## src/rtl/xbar_receiver_arbiter_if.sv

```systemverilog
// Request/handshake/grant bundle between one crossbar receiver column and its arbiter.
// The arbiter sits on the slave side; the crossbar column logic drives the master side.
interface xbar_receiver_arbiter_if #(
  parameter int SENDER_NUM = 8,
  parameter int MAX_BEATS  = 256
);
  localparam int IDX_W = $clog2(SENDER_NUM);
  localparam int CNT_W = $clog2(MAX_BEATS) + 1;

  logic [SENDER_NUM-1:0] req;
  logic                  valid_in;
  logic                  ready_in;
  logic                  last_in;
  logic [SENDER_NUM-1:0] grant;
  logic [IDX_W-1:0]      grant_idx;
  logic                  busy;
  logic [CNT_W-1:0]      beat_cnt;
  logic                  proto_err;

  modport master (
    output req, valid_in, ready_in, last_in,
    input  grant, grant_idx, busy, beat_cnt, proto_err
  );

  modport slave (
    input  req, valid_in, ready_in, last_in,
    output grant, grant_idx, busy, beat_cnt, proto_err
  );
endinterface

```

## src/rtl/xbar_receiver_arbiter.sv

```systemverilog
// Per-receiver round-robin arbiter: holds a one-hot sender grant for a whole burst,
// releases on the last-beat handshake and hands off to the next requester without a bubble.
//
// state   | meaning
// IDLE    | no grant held; arbitrate over req from ptr
// GRANTED | grant frozen until a handshake with last_in=1
module xbar_receiver_arbiter #(
  parameter int SENDER_NUM      = 8,
  parameter int RECEIVER_CHOSEN = 1,
  parameter int MAX_BEATS       = 256
) (
  input logic                   clk,
  input logic                   rst,
  xbar_receiver_arbiter_if.slave bus
);
  localparam int IDX_W = $clog2(SENDER_NUM);
  localparam int CNT_W = $clog2(MAX_BEATS) + 1;

  if (SENDER_NUM < 2 || RECEIVER_CHOSEN < 0) begin : g_bad_param
    $error("xbar_receiver_arbiter: SENDER_NUM must be >= 2 and RECEIVER_CHOSEN >= 0");
  end

  typedef enum logic {IDLE, GRANTED} state_t;

  state_t                state_q, state_d;
  logic [SENDER_NUM-1:0] grant_q, grant_d;
  logic [IDX_W-1:0]      idx_q, idx_d;
  logic                  busy_q, busy_d;
  logic [CNT_W-1:0]      cnt_q, cnt_d;
  logic                  err_q, err_d;
  logic [IDX_W-1:0]      ptr_q, ptr_d;

  logic [IDX_W-1:0]      ptr_rel;
  logic [IDX_W-1:0]      arb_ptr;
  logic [SENDER_NUM-1:0] arb_req;
  logic                  arb_found;
  logic [IDX_W-1:0]      arb_idx;
  logic                  hs;

  assign hs      = bus.valid_in & bus.ready_in;
  assign ptr_rel = (idx_q == IDX_W'(SENDER_NUM-1)) ? '0 : idx_q + 1'b1;

  // On release the search starts after the releasing sender, which is masked out.
  assign arb_ptr = (state_q == GRANTED) ? ptr_rel : ptr_q;
  assign arb_req = (state_q == GRANTED) ? (bus.req & ~grant_q) : bus.req;

  always_comb begin
    arb_found = 1'b0;
    arb_idx   = '0;
    for (int k = SENDER_NUM-1; k >= 0; k--) begin
      int s;
      s = int'(arb_ptr) + k;
      if (s >= SENDER_NUM) s = s - SENDER_NUM;
      if (arb_req[IDX_W'(s)]) begin
        arb_found = 1'b1;
        arb_idx   = IDX_W'(s);
      end
    end
  end

  always_comb begin
    state_d = state_q;
    grant_d = grant_q;
    idx_d   = idx_q;
    busy_d  = busy_q;
    cnt_d   = cnt_q;
    err_d   = err_q;
    ptr_d   = ptr_q;
    case (state_q)
      IDLE: begin
        if (arb_found) begin
          grant_d = SENDER_NUM'(1) << arb_idx;
          idx_d   = arb_idx;
          busy_d  = 1'b1;
          cnt_d   = '0;
          state_d = GRANTED;
        end
      end
      GRANTED: begin
        if (hs && bus.last_in) begin
          ptr_d = ptr_rel;
          cnt_d = '0;
          if (arb_found) begin
            grant_d = SENDER_NUM'(1) << arb_idx;
            idx_d   = arb_idx;
          end else begin
            grant_d = '0;
            idx_d   = '0;
            busy_d  = 1'b0;
            state_d = IDLE;
          end
        end else if (hs) begin
          if (cnt_q == CNT_W'(MAX_BEATS-1)) err_d = 1'b1;
          if (cnt_q != CNT_W'(MAX_BEATS)) cnt_d = cnt_q + 1'b1;
        end
      end
      default: state_d = IDLE;
    endcase
  end

  always_ff @(posedge clk) begin
    if (rst) begin
      state_q <= IDLE;
      grant_q <= '0;
      idx_q   <= '0;
      busy_q  <= 1'b0;
      cnt_q   <= '0;
      err_q   <= 1'b0;
      ptr_q   <= '0;
    end else begin
      state_q <= state_d;
      grant_q <= grant_d;
      idx_q   <= idx_d;
      busy_q  <= busy_d;
      cnt_q   <= cnt_d;
      err_q   <= err_d;
      ptr_q   <= ptr_d;
    end
  end

  assign bus.grant     = grant_q;
  assign bus.grant_idx = idx_q;
  assign bus.busy      = busy_q;
  assign bus.beat_cnt  = cnt_q;
  assign bus.proto_err = err_q;

  a_onehot: assert property (@(posedge clk) disable iff (rst) $onehot0(grant_q));
  a_busy:   assert property (@(posedge clk) disable iff (rst) busy_q == (|grant_q));
  a_idx:    assert property (@(posedge clk) disable iff (rst) (grant_q == '0) || grant_q[idx_q]);
endmodule

```

## src/flat_wrapper.sv

```systemverilog
// flat-port wrapper written by rule: the top's interface ports become plain ports
module xbar_receiver_arbiter_flat 
#(
  parameter int SENDER_NUM      = 8,
  parameter int RECEIVER_CHOSEN = 1,
  parameter int MAX_BEATS       = 256
)
  (clk, rst, bus_req, bus_valid_in, bus_ready_in, bus_last_in, bus_grant, bus_grant_idx, bus_busy, bus_beat_cnt, bus_proto_err);
  xbar_receiver_arbiter_if #(.SENDER_NUM(SENDER_NUM), .MAX_BEATS(MAX_BEATS)) bus_i ();
  input logic clk;
  input logic rst;
  input wire logic [$bits(bus_i.req)-1:0] bus_req;
  input wire logic [$bits(bus_i.valid_in)-1:0] bus_valid_in;
  input wire logic [$bits(bus_i.ready_in)-1:0] bus_ready_in;
  input wire logic [$bits(bus_i.last_in)-1:0] bus_last_in;
  output wire logic [$bits(bus_i.grant)-1:0] bus_grant;
  output wire logic [$bits(bus_i.grant_idx)-1:0] bus_grant_idx;
  output wire logic [$bits(bus_i.busy)-1:0] bus_busy;
  output wire logic [$bits(bus_i.beat_cnt)-1:0] bus_beat_cnt;
  output wire logic [$bits(bus_i.proto_err)-1:0] bus_proto_err;
  assign bus_i.req = bus_req;
  assign bus_i.valid_in = bus_valid_in;
  assign bus_i.ready_in = bus_ready_in;
  assign bus_i.last_in = bus_last_in;
  assign bus_grant = bus_i.grant;
  assign bus_grant_idx = bus_i.grant_idx;
  assign bus_busy = bus_i.busy;
  assign bus_beat_cnt = bus_i.beat_cnt;
  assign bus_proto_err = bus_i.proto_err;
  xbar_receiver_arbiter #(.SENDER_NUM(SENDER_NUM), .RECEIVER_CHOSEN(RECEIVER_CHOSEN), .MAX_BEATS(MAX_BEATS)) u_core (.clk(clk), .rst(rst), .bus(bus_i));
endmodule
```

## config.mk

```make
export PLATFORM = sky130hd
export DESIGN_NAME = xbar_receiver_arbiter_flat
export DESIGN_NICKNAME = d
export VERILOG_FILES = /design/src/rtl/xbar_receiver_arbiter_if.sv /design/src/rtl/xbar_receiver_arbiter.sv /design/src/flat_wrapper.sv
export SDC_FILE = /design/constraint.sdc
export NUM_CORES = 1
export LEC_CHECK = 0
export ABC_AREA = 0
export CAP_MARGIN = 20
export CORE_ASPECT_RATIO = 2
export CORE_MARGIN = 1.5
export CORE_UTILIZATION = 40
export DETAILED_ROUTE_END_ITERATION = 8
export GPL_ROUTABILITY_DRIVEN = 1
export PLACE_DENSITY = 0.69
export SYNTH_ARGS = -nofsm -noshare
export SYNTH_HDL_FRONTEND = slang
export SYNTH_SLANG_ARGS = --single-unit
```

## constraint.sdc

```tcl
create_clock -name clk -period 3.45 [get_ports clk]
set_input_delay 0.69 -clock clk [delete_from_list [all_inputs] [get_ports clk]]
set_output_delay 0.69 -clock clk [all_outputs]
set_load 0.02 [all_outputs]
```

Yosys cells after proc, flatten, opt, wreduce, memory -nomap -nowiden
Cells that the tools add are included.
Widths: inputs -> output; s select.
- bits in registers: 26
- bits of input ports: 13
- output and inout bits: 22
- word-level logic and storage cells: 131
- shift-type cells: 1
- order comparisons: 16
- eq/ne operators: 8
- add/sub/neg operators: 17
- bitwise logic cells: 5
- mux-type cells: 71
- reduce and logical (&&, ||, !) cells: 6
- operator list (operator ; count):
    $mux 3 ; 21
    $lt 3x5->1 const B ; 8
    $mux 9 ; 4
    $mux 8 ; 4
    $mux 1 ; 29
    $ge 4x4->1 const B ; 7
    $bmux 1 s3 ; 8
    $sub 3x1->3 const B ; 8
    $pmux 9 s2 ; 1
    $add 3x3->4 const B ; 4
    $pmux 8 s2 ; 1
    $add 9x1->9 const B ; 1
    $eq 9x8->1 const B ; 1
    $ne 9x9->1 const B ; 1
    $add 3x2->4 const B ; 2
    $and 8x8->8 ; 1
    $not 8->8 ; 1
    $shl 1x3->8 const A ; 1
    $ne 3x3->1 const B ; 2
    $pmux 3 s2 ; 1
    $reduce_and 3->1 ; 2
    $add 3x1->4 const B ; 1
    $ge 3x4->1 const B ; 1
    $ne 2x2->1 const B ; 2
    other kinds (9) ; 12

Logic depth before layout (Yosys ltp)
Gate-level depths: netlist of run 1.
- depth after elaboration: 21
- depth in mapped cells: 17
- gate-level depth less buffers: 14

Least setup slack after synthesis of run 1
No wires, ideal clock.
- path type: register -> register
- start point: reg u_core.idx_q[0] (netlist: u_core.bus.grant_idx[0])
- end point: reg u_core.grant_q[0] (netlist: u_core.bus.grant[0])
- data arrival time: 3.592 ns
- stages on the path, launching flop included: 17
- data required time: 3.381 ns
- library setup time: 0.069 ns
- setup slack: -0.211 ns
- path through: dfxtp_1 -> ha_1 -> ha_1 -> nor3b_4 -> nor2_2 -> buf_6 -> ha_1 -> buf_6 -> mux2_2 -> a221oi_1 -> mux2_2 -> mux2_2 -> nor3_1 -> nor4_1 -> a22oi_4 -> or2_1 -> o21ai_1
- word-level cells in the longest chain between the ends: 21
- ends and longest elaborated chain (item ; line ; text):
    start: declaration ; xbar_receiver_arbiter.sv:27 ; logic [IDX_W-1:0] idx_q, idx_d;
    start signal: assignment ; xbar_receiver_arbiter.sv:113 ; idx_q <= idx_d;
    $add 3x1->3 or $eq 3x3->1 (tied branches) ; xbar_receiver_arbiter.sv:41 ; assign ptr_rel = (idx_q == IDX_W'(SENDER_NUM-1)) ? '0 : idx_q + 1'b1;
    $mux 3 * ; xbar_receiver_arbiter.sv:41 ;
    $mux 3 * ; xbar_receiver_arbiter.sv:44 ; assign arb_ptr = (state_q == GRANTED) ? ptr_rel : ptr_q;
    $add 3x3->4 ; xbar_receiver_arbiter.sv:52 ; s = int'(arb_ptr) + k;
    $ge 4x4->1 or $sub 3x1->3 (tied branches) ; xbar_receiver_arbiter.sv:53 ; if (s >= SENDER_NUM) s = s - SENDER_NUM;
    $mux 3 ; xbar_receiver_arbiter.sv:53 ;
    $bmux 1 s3 ; xbar_receiver_arbiter.sv:54 ; if (arb_req[IDX_W'(s)]) begin
    $mux 1 (not written as such) (2 in a row) ; xbar_receiver_arbiter.sv:54 ;
    $mux 3 (8 in a row) ; xbar_receiver_arbiter.sv:54 ;
    $shl 1x3->8 ; xbar_receiver_arbiter.sv:72, xbar_receiver_arbiter.sv:84 ;
    $mux 8 ; xbar_receiver_arbiter.sv:83 ; if (arb_found) begin
    $mux 8 ; xbar_receiver_arbiter.sv:80 ; if (hs && bus.last_in) begin
    $pmux 8 s2 ; xbar_receiver_arbiter.sv:69 ; case (state_q)
    end signal: assignment ; xbar_receiver_arbiter.sv:112 ; grant_q <= grant_d;
    end: declaration ; xbar_receiver_arbiter.sv:26 ; logic [SENDER_NUM-1:0] grant_q, grant_d;
Every way passes the cells marked *; elsewhere a longest branch is shown, timed or not. The select of a mux whose other input is x is not followed.
A chain may end at the register's enable or synchronous reset.

Final worst setup path of run 1
- start point: reg u_core.idx_q[0] (netlist: u_core.bus.grant_idx[0])
- end point: reg u_core.grant_q[6] (netlist: u_core.bus.grant[6])
Same word-level chain as after synthesis.

==> results of run 1 <==
## tightest hold or removal path, stage by stage, from the launching register on
cell and delay [ns]:
dfxtp_1 0.33, a31oi_1 0.04, nor2_1 0.07
## kinds of logic after synthesis
| family | count (synthesis) | synth area share, % |
|---|---|---|
| and+or+nand+nor | 119 | 24.4 |
| AOI/OAI and AO/OA | 99 | 29.0 |
| muxes | 20 | 12.3 |
| buffers and inverters | 28 | 5.84 |
| adders and majority gates | 7 | 3.62 |
| xor gates and xnor gates | 7 | 3.31 |
| DFF | 26 | 21.5 |
## per-layer routing
| metal | share of wire, % | vias up | wire (um) | GRT usage, % |
|---|---|---|---|---|
| li1 | - | 1271 | - | - |
| met1 | 32 | 1270 | 2690 | 23.1 |
| met2 | 56 | 93 | 4670 | 50.9 |
| met3 | 2.4 | 47 | 197 | 1.49 |
| met4 | 9.0 | 0 | 750 | 21.7 |
| met5 | 0 | - | 0 | 0 |
## layout make-up
type	count	share of cell area, %
Tap cell	61	2.37
Multi-Input combinational cell	252	58.1
Sequential cell	26	16.3
Clock buffer	4	2.45
Timing Repair Buffer	69	18.9
Inverter	16	1.87
## metrics by stage
stage | total power (W) | area [um2]
2_1_floorplan | 0.00169 | 2450
3_3_place_gp | 0.00237 | 3040
3_5_place_dp | 0.00238 | 3040
4_1_cts | 0.00269 | 3140
5_1_grt | 0.00297 | 3210
6_report | 0.00283 | 3210
## cell usage after synthesis, types with 2 or more instances
master    instances  area (um2)
a21bo_2           3        30.0
or3_1             4        25.0
inv_1            14        52.6
inv_2             2        7.51
a41o_1            2        20.0
o21bai_1          2        15.0
nand3_1          13        65.1
dfxtp_1          26         521
a221oi_1          2        17.5
o211ai_1          7        52.6
o22ai_1           5        31.3
nand4_1           6        37.5
or2_1             2        12.5
mux4_1            2        52.6
mux2_2            5        56.3
nand2b_1          5        31.3
ha_1              7        87.6
mux4_2            3        67.6
a32oi_1           2        17.5
a21boi_0          8        60.1
a21oi_1          21         105
buf_6             3        33.8
a31oi_1           2        12.5
nand2_1          36         135
and3_1            2        12.5
xnor2_1           5        43.8
clkbuf_1          5        18.8
mux2i_1           7        70.1
a211oi_1          4        30.0
nor3b_1           3        22.5
o21ai_0          12        60.1
a31o_2            2        17.5
nor2_1           25        93.8
o21ai_1           9        45.0
buf_2             3        15.0
nor3_1            9        45.0
nor2b_1           3        18.8
o21a_1            3        22.5
nor4_1            4        25.0
## power by group through the flow
stage               Clock [W]  Sequential [W]  Combinational [W]
floorplan                   0        0.000466            0.00122
global placement            0        0.000424            0.00195
detailed placement          0        0.000427            0.00195
CTS                  0.000259        0.000421            0.00201
global route         0.000269        0.000431            0.00227
finish               0.000260        0.000422            0.00215
## path summary, 6_finish.rpt
path	startpoint	end	slack, ns
setup / recovery	u_core.bus.grant_idx[0]$_SDFFE_PP0P_	u_core.bus.grant[6]$_SDFFE_PP0P_	0.11
hold / removal	u_core.bus.proto_err$_SDFFE_PP0P_	u_core.bus.proto_err$_SDFFE_PP0P_	0.48
setup reg to reg	u_core.bus.grant_idx[0]$_SDFFE_PP0P_	u_core.bus.grant[6]$_SDFFE_PP0P_	0.11
hold reg to reg	u_core.bus.proto_err$_SDFFE_PP0P_	u_core.bus.proto_err$_SDFFE_PP0P_	0.48
## repair_timing
item / CTS / global route
gates resized for setup: 5 / 15
pin swaps: 0 / 7
endpoints found under the setup margin: 13 / 17
buffers inserted: 1 / 0
## registers in the layout (all words and copies together), names as in the netlist
name,flops
u_core.bus.beat_cnt,9
u_core.bus.busy,1
u_core.bus.grant,8
u_core.bus.grant_idx,3
u_core.bus.proto_err,1
u_core.ptr_q,3
u_core.state_q,1
==> flow_summary.yaml, run 1 <==
critical_path:
  cp_max_fo: 8
  cp-end-kind: "register"
  path_cells: "ha_2 -> ha_2 -> nor3b_4 -> nor2_2 -> ha_4 -> buf_6 -> mux4_2 -> mux2i_4 -> a21boi_0 -> o221ai_1 -> a2bb2oi_2 -> nand2b_1 -> o21ai_2"
  required_ns: 3.60
  r2r_cells: 13
  critPathTopFamily: "multiplexers"
  cp_num_buf_inv: 1
  cp-start-kind: "register"
  cp.arrival_ns: 3.49
  cp_common_cell: "ha_2"
  path_depth: 13
  worst_path_largest_cell_delay_ns: 0.58
  worstSetupPathType: "reg -> reg"
  crit_path_top_delay_cell: "mux4_2"
global_routing:
  grt_first_pass_wirelength_um: 13300
  grt.overflow.total: 0
  antenna_found_initial: 0
  grtUsageTotal_pct: 26.3
  grt_max_degree: 29
  grt_pass1_vias: 2778
sta:
  max_slew_margin_pct: 61.2
  slew_violations: 0
  whs_ns: 0.475
  fin_crit_ns: 3.34
  hold_viol: 0
  finClkSkew_ns: 0.00386
  fin_crit_sh_pct: 96.8
  max_freq_mhz: 299
  worst_slack_ns: 0.109
  tightest_slew_ns: 0.580
  finalSetupViolCount: 0
  rsz0062_at_grt: "yes"
  fin_setup_tns_ns: 0
finish:
  multi_input_area_mm2: 0.00187
  drive_above_1_share_pct: 23.7
  filler_cell_count: 556
  final_util_pct: 55.8
  antenna-diode-count: 0
  fin_nets: 388
  instances_no_fill: 428
  layout_common_cells: "nand2_1, clkdlybuf4s50_1, buf_4"
  regArea_um2: 526
  layout_commonest_cell: "nand2_1"
  area_growth_pct: 32.8
synthesis:
  synth.avg_cell_area_um2: 7.91
  ys_ff_latch: 26
  synth_warnings: 0
  async_flop_share_pct: 0
  synth_ff_type: "dfxtp_1"
  synth_area_mm2: 0.00242
  synth_nets: 326
  synth_edf_count: 0
  synth-seq-area-share_pct: 21.5
  ys_types: 67
  synthCells: 306
cts:
  cts-buffers-inserted: 3
  cts_root_buffer: "clkbuf_16"
  clockBufferDepth: 2
  holdBufCountCts: 0
  path_clk_slew_ns: 0.06
  insertion_delay_ns: 0.26
  htreeDepth: 1
  cts.sinks: 26
  cts_tree: "built"
place:
  place_inst: 423
  dp_hpwl_um: 6860
  finalWeightedCongestion: 0.933
  dp_slack_ns: -0.206
  port_buffers: 34
drt:
  drt_iter0_drc: 77
  vias: 2681
  antenna_left: 0
  first_pass_iters: 4
  drc: 0
  wire_per_inst_um: 19.4
  wirelength_um: 8310
  vias_per_cell: 6.26
power:
  internal_power_w: 0.00149
  p_switching_w: 0.00134
  comb_power_share_pct: 75.9
  p_leak_nw: 1.23
  ir_worst_vdd_uv: 471
  powerDensity_mw_per_mm2: 880
  swShare_pct: 47.4
  sequentialPowerShare_pct: 14.9
  p_clk_share_pct: 9.2
floorplanning:
  fp-row-count: 39
  ios: 35
  die_w_um: 58.0
  core_area_mm2: 0.00576
  die_h_um: 113
  start_util_pct: 42.0
  die-area_mm2: 0.00655
run:
  cap_violations: 0
min_path:
  hold_path_class: "reg -> reg"
  hold_depth: 2
run_status:
  status: "finished clean"
Note: power is estimated with default switching activity, not from simulation.
==> inputs of run 2 (changes only) <==
- SLEW_MARGIN: unset -> 20
==> results of run 2 <==
Same layout as run 1: the final DEF is identical, and so are final timing and power.
